<file path="config.mk">
export PLATFORM = sky130hd
export DESIGN_NAME = flow_extrema_flat
export DESIGN_NICKNAME = d
export VERILOG_FILES = /design/src/rtl/flow_extrema_if.sv /design/src/rtl/flow_extrema.sv /design/src/flat_wrapper.sv
export SDC_FILE = /design/constraint.sdc
export NUM_CORES = 1
export LEC_CHECK = 0
export ABC_AREA = 1
export ABC_CLOCK_PERIOD_IN_PS = 7100
export BUFFER_PORTS_ARGS = -buffer_cell sky130_fd_sc_hd__buf_2
export CORE_MARGIN = 10
export CORE_UTILIZATION = 39
export DETAILED_ROUTE_END_ITERATION = 12
export GPL_TIMING_DRIVEN = 0
export SLEW_MARGIN = 40
export SYNTH_ARGS = -nofsm -noshare
export SYNTH_HDL_FRONTEND = slang
export SYNTH_SLANG_ARGS = --single-unit
</file>
<file path="constraint.sdc">
create_clock -name clk -period 7.1 [get_ports clk]
set_clock_uncertainty 0.2 [all_clocks]
set_input_delay 0.71 -clock clk [delete_from_list [all_inputs] [get_ports clk]]
set_output_delay 0.71 -clock clk [all_outputs]
set_load 0.1 [all_outputs]
</file>
<file path="src/rtl/flow_extrema_if.sv">
// Sample-stream and per-frame result bundle for flow_extrema.
// The master drives samples and receives results; the slave is the extremum finder.
interface flow_extrema_if #(
  parameter int DATAWIDTH = 64,
  parameter int IDXW      = 16
);
  logic [DATAWIDTH-1:0] din;
  logic                 din_tvalid;
  logic                 din_tlast;
  logic                 mode;
  logic [DATAWIDTH-1:0] dout;
  logic [IDXW-1:0]      dout_index;
  logic [IDXW-1:0]      dout_count;
  logic                 dout_ovf;
  logic                 dout_tvalid;

  modport master (
    output din, din_tvalid, din_tlast, mode,
    input  dout, dout_index, dout_count, dout_ovf, dout_tvalid
  );

  modport slave (
    input  din, din_tvalid, din_tlast, mode,
    output dout, dout_index, dout_count, dout_ovf, dout_tvalid
  );
endinterface

</file>
<file path="src/rtl/flow_extrema.sv">
// Streaming per-frame max/min finder: reports extremum, its position, the beat
// count and a saturation flag one cycle after the last beat of each frame.
module flow_extrema #(
  parameter int DATAWIDTH = 64,
  parameter int IDXW      = 16,
  parameter int SIGNED    = 0
) (
  input  logic           clk,
  input  logic           rst,
  flow_extrema_if.slave  bus
);

  localparam logic [IDXW-1:0] CNT_MAX = '1;

  typedef enum logic {IDLE, ACC} state_t;

  state_t               r_state,    w_stateNext;
  logic [DATAWIDTH-1:0] r_acc,      w_accNext;
  logic [IDXW-1:0]      r_accIdx,   w_accIdxNext;
  logic [IDXW-1:0]      r_cnt,      w_cntNext;
  logic                 r_mode,     w_modeNext;
  logic                 r_ovf,      w_ovfNext;
  logic [DATAWIDTH-1:0] r_dout,     w_doutNext;
  logic [IDXW-1:0]      r_doutIdx,  w_doutIdxNext;
  logic [IDXW-1:0]      r_doutCnt,  w_doutCntNext;
  logic                 r_doutOvf,  w_doutOvfNext;
  logic                 r_doutVld,  w_doutVldNext;
  logic                 w_greater,  w_less, w_replace;

  // Strict compare so ties keep the earliest position.
  assign w_greater = (SIGNED != 0) ? ($signed(bus.din) > $signed(r_acc)) : (bus.din > r_acc);
  assign w_less    = (SIGNED != 0) ? ($signed(bus.din) < $signed(r_acc)) : (bus.din < r_acc);
  assign w_replace = r_mode ? w_less : w_greater;

  always_ff @(posedge clk) begin
    if (rst) begin
      r_state   <= IDLE;
      r_acc     <= '0;
      r_accIdx  <= '0;
      r_cnt     <= '0;
      r_mode    <= 1'b0;
      r_ovf     <= 1'b0;
      r_dout    <= '0;
      r_doutIdx <= '0;
      r_doutCnt <= '0;
      r_doutOvf <= 1'b0;
      r_doutVld <= 1'b0;
    end else begin
      r_state   <= w_stateNext;
      r_acc     <= w_accNext;
      r_accIdx  <= w_accIdxNext;
      r_cnt     <= w_cntNext;
      r_mode    <= w_modeNext;
      r_ovf     <= w_ovfNext;
      r_dout    <= w_doutNext;
      r_doutIdx <= w_doutIdxNext;
      r_doutCnt <= w_doutCntNext;
      r_doutOvf <= w_doutOvfNext;
      r_doutVld <= w_doutVldNext;
    end
  end

  always_comb begin
    w_stateNext   = r_state;
    w_accNext     = r_acc;
    w_accIdxNext  = r_accIdx;
    w_cntNext     = r_cnt;
    w_modeNext    = r_mode;
    w_ovfNext     = r_ovf;
    w_doutNext    = r_dout;
    w_doutIdxNext = r_doutIdx;
    w_doutCntNext = r_doutCnt;
    w_doutOvfNext = r_doutOvf;
    w_doutVldNext = 1'b0;

    if (bus.din_tvalid) begin
      if (r_state == IDLE) begin
        w_accNext    = bus.din;
        w_accIdxNext = '0;
        w_cntNext    = IDXW'(1);
        w_modeNext   = bus.mode;
        w_ovfNext    = 1'b0;
      end else begin
        // Once saturated, r_cnt stays at CNT_MAX and doubles as the position.
        if (w_replace) begin
          w_accNext    = bus.din;
          w_accIdxNext = r_cnt;
        end
        if (r_cnt == CNT_MAX) begin
          w_ovfNext = 1'b1;
        end else begin
          w_cntNext = r_cnt + IDXW'(1);
        end
      end

      w_stateNext = bus.din_tlast ? IDLE : ACC;

      if (bus.din_tlast) begin
        w_doutNext    = w_accNext;
        w_doutIdxNext = w_accIdxNext;
        w_doutCntNext = w_cntNext;
        w_doutOvfNext = w_ovfNext;
        w_doutVldNext = 1'b1;
      end
    end
  end

  assign bus.dout        = r_dout;
  assign bus.dout_index  = r_doutIdx;
  assign bus.dout_count  = r_doutCnt;
  assign bus.dout_ovf    = r_doutOvf;
  assign bus.dout_tvalid = r_doutVld;

endmodule
</file>
<file path="src/flat_wrapper.sv">
// flat-port wrapper written by rule: the top's interface ports become plain ports
module flow_extrema_flat 
#(
  parameter int DATAWIDTH = 64,
  parameter int IDXW      = 16,
  parameter int SIGNED    = 0
)
  (clk, rst, bus_din, bus_din_tvalid, bus_din_tlast, bus_mode, bus_dout, bus_dout_index, bus_dout_count, bus_dout_ovf, bus_dout_tvalid);
  flow_extrema_if #(.DATAWIDTH(DATAWIDTH), .IDXW(IDXW)) bus_i ();
  input  logic clk;
  input  logic rst;
  input wire logic [$bits(bus_i.din)-1:0] bus_din;
  input wire logic [$bits(bus_i.din_tvalid)-1:0] bus_din_tvalid;
  input wire logic [$bits(bus_i.din_tlast)-1:0] bus_din_tlast;
  input wire logic [$bits(bus_i.mode)-1:0] bus_mode;
  output wire logic [$bits(bus_i.dout)-1:0] bus_dout;
  output wire logic [$bits(bus_i.dout_index)-1:0] bus_dout_index;
  output wire logic [$bits(bus_i.dout_count)-1:0] bus_dout_count;
  output wire logic [$bits(bus_i.dout_ovf)-1:0] bus_dout_ovf;
  output wire logic [$bits(bus_i.dout_tvalid)-1:0] bus_dout_tvalid;
  assign bus_i.din = bus_din;
  assign bus_i.din_tvalid = bus_din_tvalid;
  assign bus_i.din_tlast = bus_din_tlast;
  assign bus_i.mode = bus_mode;
  assign bus_dout = bus_i.dout;
  assign bus_dout_index = bus_i.dout_index;
  assign bus_dout_count = bus_i.dout_count;
  assign bus_dout_ovf = bus_i.dout_ovf;
  assign bus_dout_tvalid = bus_i.dout_tvalid;
  flow_extrema #(.DATAWIDTH(DATAWIDTH), .IDXW(IDXW), .SIGNED(SIGNED)) u_core (.clk(clk), .rst(rst), .bus(bus_i));
endmodule
</file>
== Word-level counts from Yosys, hierarchy flattened ==
Index checks and enable logic that the tools add are counted.
Widths: inputs -> output; s select.

* Register bits: 197
* Bits in latches: 0
* Memory bits (writable): 0
* Bits in read-only memories: 0
* Bits of input ports: 69
* Output and inout port bits: 98
* Word-level logic and storage cells: 31
* Memories kept: 0

* Add/sub/neg operators: 1
* Multiply operators: 0
* Divide/modulo/power cells: 0
* Magnitude comparators: 2
* Equality and inequality tests: 1
* Shift operators: 0
* Mux-type cells: 11
* Bitwise logic cells: 2
* Reductions and logical operators: 3

{| class="wikitable"
|+ Operators by type and width
! kind !! count
|-
| $mux 64 || 2
|-
| $gt 64x64->1 || 1
|-
| $lt 64x64->1 || 1
|-
| $mux 16 || 4
|-
| $add 16x1->16 const B || 1
|-
| $eq 16x16->1 const B || 1
|-
| $mux 1 || 5
|-
| $reduce_and 2->1 || 2
|-
| $not 1->1 || 2
|-
| $reduce_or 2->1 || 1
|}

== Longest topological paths before layout ==
* Depth after elaboration: 4
* Gate-level depth with buffers: 21
* Depth with buffers taken out: 20

== Least setup slack after synthesis ==
No wires, ideal clock.

* Kind: input to register
* Start point: in bus_din[55]
* End point: reg u_core.r_acc[43]
* Library setup time: 0.109 ns
* Arrival time: 2.358 ns
* Data required time: 6.791 ns
* Setup slack: 4.433 ns
* Cell stages on the path: 15
* Path buffers: 1
* Cells stage by stage: ha_1 -> a21o_1 -> nor2_1 -> nand2_1 -> nand2_1 -> nand3_1 -> a21oi_1 -> nand3_4 -> nand2_8 -> nand2_8 -> buf_6 -> nand2_2 -> nand3_1 -> nand2_1 -> inv_1

* Longest elaborated chain between the ends: 4
* Elaborated cells on any way between the ends: 5
* Classes of those cells: 2 x order compare; 3 x mux

{| class="wikitable"
|+ Ends and longest elaborated chain
! item !! line !! text
|-
| start: declaration || flat_wrapper.sv:12 || <nowiki>input wire logic [$bits(bus_i.din)-1:0] bus_din;</nowiki>
|-
| $gt 64x64->1 or $lt 64x64->1 (tied branches) || flow_extrema.sv:31, flow_extrema.sv:32 ||
|-
| $mux 1 (*) || flow_extrema.sv:33 || <nowiki>assign w_replace = r_mode ? w_less : w_greater;</nowiki>
|-
| $mux 64 (*) || flow_extrema.sv:85 || <nowiki>if (w_replace) begin</nowiki>
|-
| $mux 64 (*) || flow_extrema.sv:77 || <nowiki>if (r_state == IDLE) begin</nowiki>
|-
| end signal: assignment || flow_extrema.sv:50 || <nowiki>r_acc <= w_accNext;</nowiki>
|-
| end: declaration || flow_extrema.sv:18 || <nowiki>logic [DATAWIDTH-1:0] r_acc, w_accNext;</nowiki>
|}

Mark *: on every way between the ends. The rest lies on a longest branch, timed or not.
A chain may end at the register's enable or synchronous reset.

== Final worst setup path ==
* Start point: reg u_core.r_acc[15]
* End point: reg u_core.r_dout[61], in the netlist u_core.bus.dout[61]

* Longest elaborated chain between the ends: 4
* Elaborated cells on any way between the ends: 5
* Classes of those cells: 2 x order compare; 3 x mux

{| class="wikitable"
|+ Ends and longest elaborated chain
! item !! line !! text
|-
| $gt 64x64->1 or $lt 64x64->1 (tied branches) || flow_extrema.sv:31, flow_extrema.sv:32 ||
|-
| $mux 1 (*) || flow_extrema.sv:33 ||
|-
| $mux 64 (*) || flow_extrema.sv:85 ||
|-
| $mux 64 (*) || flow_extrema.sv:77 ||
|-
| end signal: assignment || flow_extrema.sv:55 || <nowiki>r_dout <= w_doutNext;</nowiki>
|-
| end: declaration || flow_extrema.sv:23 || <nowiki>logic [DATAWIDTH-1:0] r_dout, w_doutNext;</nowiki>
|}

Marked as above.

==> run_results.csv <==
group,metric,value,unit
power,vdd_ir_drop_max,0.000118,V
die,die_area,0.0333,mm^2
worst_setup_path,worstSetupEndpointType,"flop",
die,start_util,39.6,%
timing,fin_crit,2880,ps
power,p_seq_share,41.5,%
global_route,grt_pass1_wl,48800,um
synthesis,synth_seq_cells,197,
synthesis,synth_most_common_cell,"nand2_1",
synthesis,ys_seq_area_share,38.3,%
worst_setup_path,critPathRequiredTime,7300,ps
synthesis,ys_dominant_reg_cell,"dfxtp_1",
route,routed_wl,30300,um
worst_setup_path,cp_common_cell,"nand2_1",
worst_hold_path,hold-path-endpoint,"u_core.bus.dout[27]",
placement,gp_congestion,0.911,
die,die_height,182,um
power,sw_frac_of_total,35.9,%
route,firstDrtPassIters,5,
placement,dp_cells,2042,
timing,tightest_slew,835,ps
global_route,grtUsageTotal,17.9,%
route,ant_nets,0,
timing,final.setup.tns,0,ps
synthesis,synth_top_area_share,38.3,%
die,die_w,182,um
clock_network,cts_resized,0,
synthesis,yosys_warnings,0,
clock_network,clk_latency,450,ps
synthesis,synthArstFlopShare,0,%
clock_network,cts_made_buffers,17,
timing,rsz0062_at_grt,"no",
power,p_per_area,237,mW/mm^2
final_layout,drive_above_1_share,13.7,%
clock_network,cts_buffer_depth,2,
synthesis,synth_area_leaders,"dfxtp_1 38%, nand2_1 19%, nand3_1 8.4%",
placement,io_buffers,166,
timing,fmax,0.347,GHz
clock_network,postCtsHoldBufs,0,
synthesis,synth_edf_count,0,
power,combPwrFrac,22.6,%
synthesis,synthCells,1541,
worst_setup_path,reg2reg_to,"u_core.bus.dout[61]",
die,io_pins,167,
run,maxCapViolations,0,
worst_setup_path,critPathMaxStageDelay,340,ps
die,core,0.0260,mm^2
global_route,grt_pass1_vias,9372,
worst_setup_path,r2r_cells,14,
die,row_count,59,
placement,placed_area,0.0115,mm^2
power,power.internal,1.85,mW
route,avgViaCountPerCell,4.85,
final_layout,fin_area,0.0122,mm^2
clock_network,clkTransAtPathRegs,90,ps
worst_setup_path,cp_slowest_cell,"dfxtp_1",
timing,timing.final.hold_violations,0,
final_layout,fin_nets,1860,
timing,slew_violations,0,
worst_hold_path,holdPathStages,2,
route,wl_per_cell,14.6,um
worst_hold_path,hold_path.class,"flop to flop",
worst_setup_path,critPathLaunchType,"flop",
worst_setup_path,crit_type,"flop to flop",
power,p_clk_share,35.9,%
final_layout,synthToLayoutAreaGrowth,18.4,%
clock_network,cts_setup_buffers,0,
global_route,grt_overflow_total,0,
worst_setup_path,cp.arrival,3080,ps
synthesis,synthTopCellsByCount,"531 x nand2_1, 197 x dfxtp_1, 195 x inv_1",
global_route,antenna_found_initial,1,
timing,setup_viol,0,
clock_network,clkSinkCount,197,
final_layout,fill_cells,2718,
placement,dpl.hpwl,22700,um
global_route,grt_max_degree,22,
timing,maxSlewHeadroom,44.4,%
clock_network,cts_tree,"done",
synthesis,ys_types,32,
worst_setup_path,ff2ff_setup_slack,4220,ps
power,leakagePower,6.41,nW
worst_setup_path,crit_chain,"inv_1, ha_1, a21oi_1, o21ai_0, a21oi_1, nand2_1, a21oi_1, nand3_4, nand2_8, buf_2, nand3_1, nand2_1, nand2_1, nand2_1",
clock_network,cts_htree_levels,4,
worst_setup_path,r2r_start,"u_core.r_acc[15]",
final_layout,stdcell_count,2075,
route,vias,10066,
timing,fin_crit_sh,40.6,%
worst_setup_path,path_max_fanout,10,
worst_hold_path,min_from,"u_core.bus.dout[27]",
status,outcome,"completed",
synthesis,syn_area_per_cell,6.68,um^2
clock_network,cts-root-buf,"clkbuf_16",
route,drc,0,
synthesis,synth_top_area_cell,"dfxtp_1",
synthesis,synth.net_count,1675,
power,p_switching,1.04,mW
route,drt_iter0_markers,584,
synthesis,syn_area,0.0103,mm^2
## registers in the layout, indices dropped and copies added, names as in the netlist
register / cells
u_core.bus.dout: 64
u_core.r_acc: 64
u_core.bus.dout_count: 16
u_core.bus.dout_index: 16
u_core.r_accIdx: 16
u_core.r_cnt: 16
u_core.bus.dout_ovf: 1
u_core.bus.dout_tvalid: 1
u_core.r_mode: 1
u_core.r_ovf: 1
u_core.r_state: 1
## worst max-delay path by stage
stage	from	to	slack (ps)
2_1_floorplan	bus_din[55]	u_core.r_acc[43]	4430
3_3_place_gp	bus_din_tvalid	u_core.bus.dout[47]	3580
3_5_place_dp	bus_din[15]	u_core.bus.dout[61]	3780
4_1_cts	u_core.r_acc[15]	u_core.bus.dout[61]	4220
5_1_grt	u_core.r_acc[15]	u_core.bus.dout[3]	3900
6_report	u_core.r_acc[15]	u_core.bus.dout[61]	4220
## routing by layer
layer | vias to the layer above | share of wire [%] | global-route usage (%)
met3 | 38 | 5.9 | 4.08
met5 | - | 0 | 0
met4 | 0 | 1.6 | 5.24
li1 | 5266 | - | -
met2 | 253 | 45 | 28.7
met1 | 4509 | 47 | 23.4
## cells by family (layout without fill, tap and decap cells)
group                      count (synthesis)  in the layout  synth area share (%)
AOI/OAI and AO/OA                        222            222                  11.2
xor gates and xnor gates                   5              5                 0.426
adders and majority gates                 65             65                  7.90
buffers and inverters                    280            478                  10.8
DFF                                      197            197                  38.3
other                                      0              1                     0
and+or+nand+nor                          772            772                  31.3
## power groups by stage
stage	sequential (mW)	combinational [mW]	clock [mW]
6_report	1.20	0.654	1.04
2_1_floorplan	1.38	0.327	0
5_1_grt	1.21	0.730	1.10
4_1_cts	1.20	0.659	1.06
3_5_place_dp	1.22	0.656	0
3_3_place_gp	1.22	0.652	0
## through the flow
stage                     worst slack [ps]  total power, mW  hold WS (ps)  utilization, %
final                                 4220             2.89           248            46.9
after global routing                  3900             3.04           270            46.9
after global placement                3580             1.87           232            44.4
after detailed placement              3780             1.88           233            44.4
after CTS                             4220             2.92           252            46.9
after floorplan                       4430             1.71           290               -
## worst max-delay path, delay by kind of cell (launching register included)
kind                     cells  cell delay, ps
AND/OR/NAND/NOR              7             960
adder cells (fa/ha/maj)      1             290
flip-flops                   1             340
buffers and inverters        2             320
AO/OA/AOI/OAI                4             720
## cell usage in the layout, fill, tap and decap left out, types with 2 or more instances in the layout
master | netlist | final
o21a_1 | 2 | 2
nor3_1 | 4 | 4
dfxtp_1 | 197 | 197
nand3_1 | 172 | 172
o21ai_1 | 19 | 19
nand4_1 | 3 | 3
buf_6 | 6 | 6
o21ai_0 | 64 | 64
clkbuf_1 | 59 | 59
xor2_1 | 5 | 5
buf_2 | 8 | 174
nor4_1 | 5 | 5
nand2_1 | 531 | 531
nand2_8 | 2 | 2
ha_1 | 65 | 65
inv_8 | 0 | 2
a21oi_1 | 125 | 125
a21o_1 | 4 | 4
nor2_1 | 39 | 38
nor2_2 | 4 | 5
clkinv_8 | 0 | 7
inv_2 | 6 | 6
inv_1 | 195 | 195
o211ai_1 | 3 | 3
buf_1 | 4 | 4
clkbuf_16 | 0 | 17
nand2_2 | 11 | 11
## layout make-up
type,instances,area [um^2],area share (%)
Multi-Input combinational cell,1064,5240,43.0
Sequential cell,197,3940,32.4
Timing Repair Buffer,166,831,6.82
Inverter,202,758,6.22
Clock buffer,17,425,3.49
Tap cell,335,419,3.44
Buffer,78,352,2.89
Clock inverter,15,213,1.75
Antenna cell,1,2.50,0.0205
Note: power is estimated with default switching activity, not from simulation.
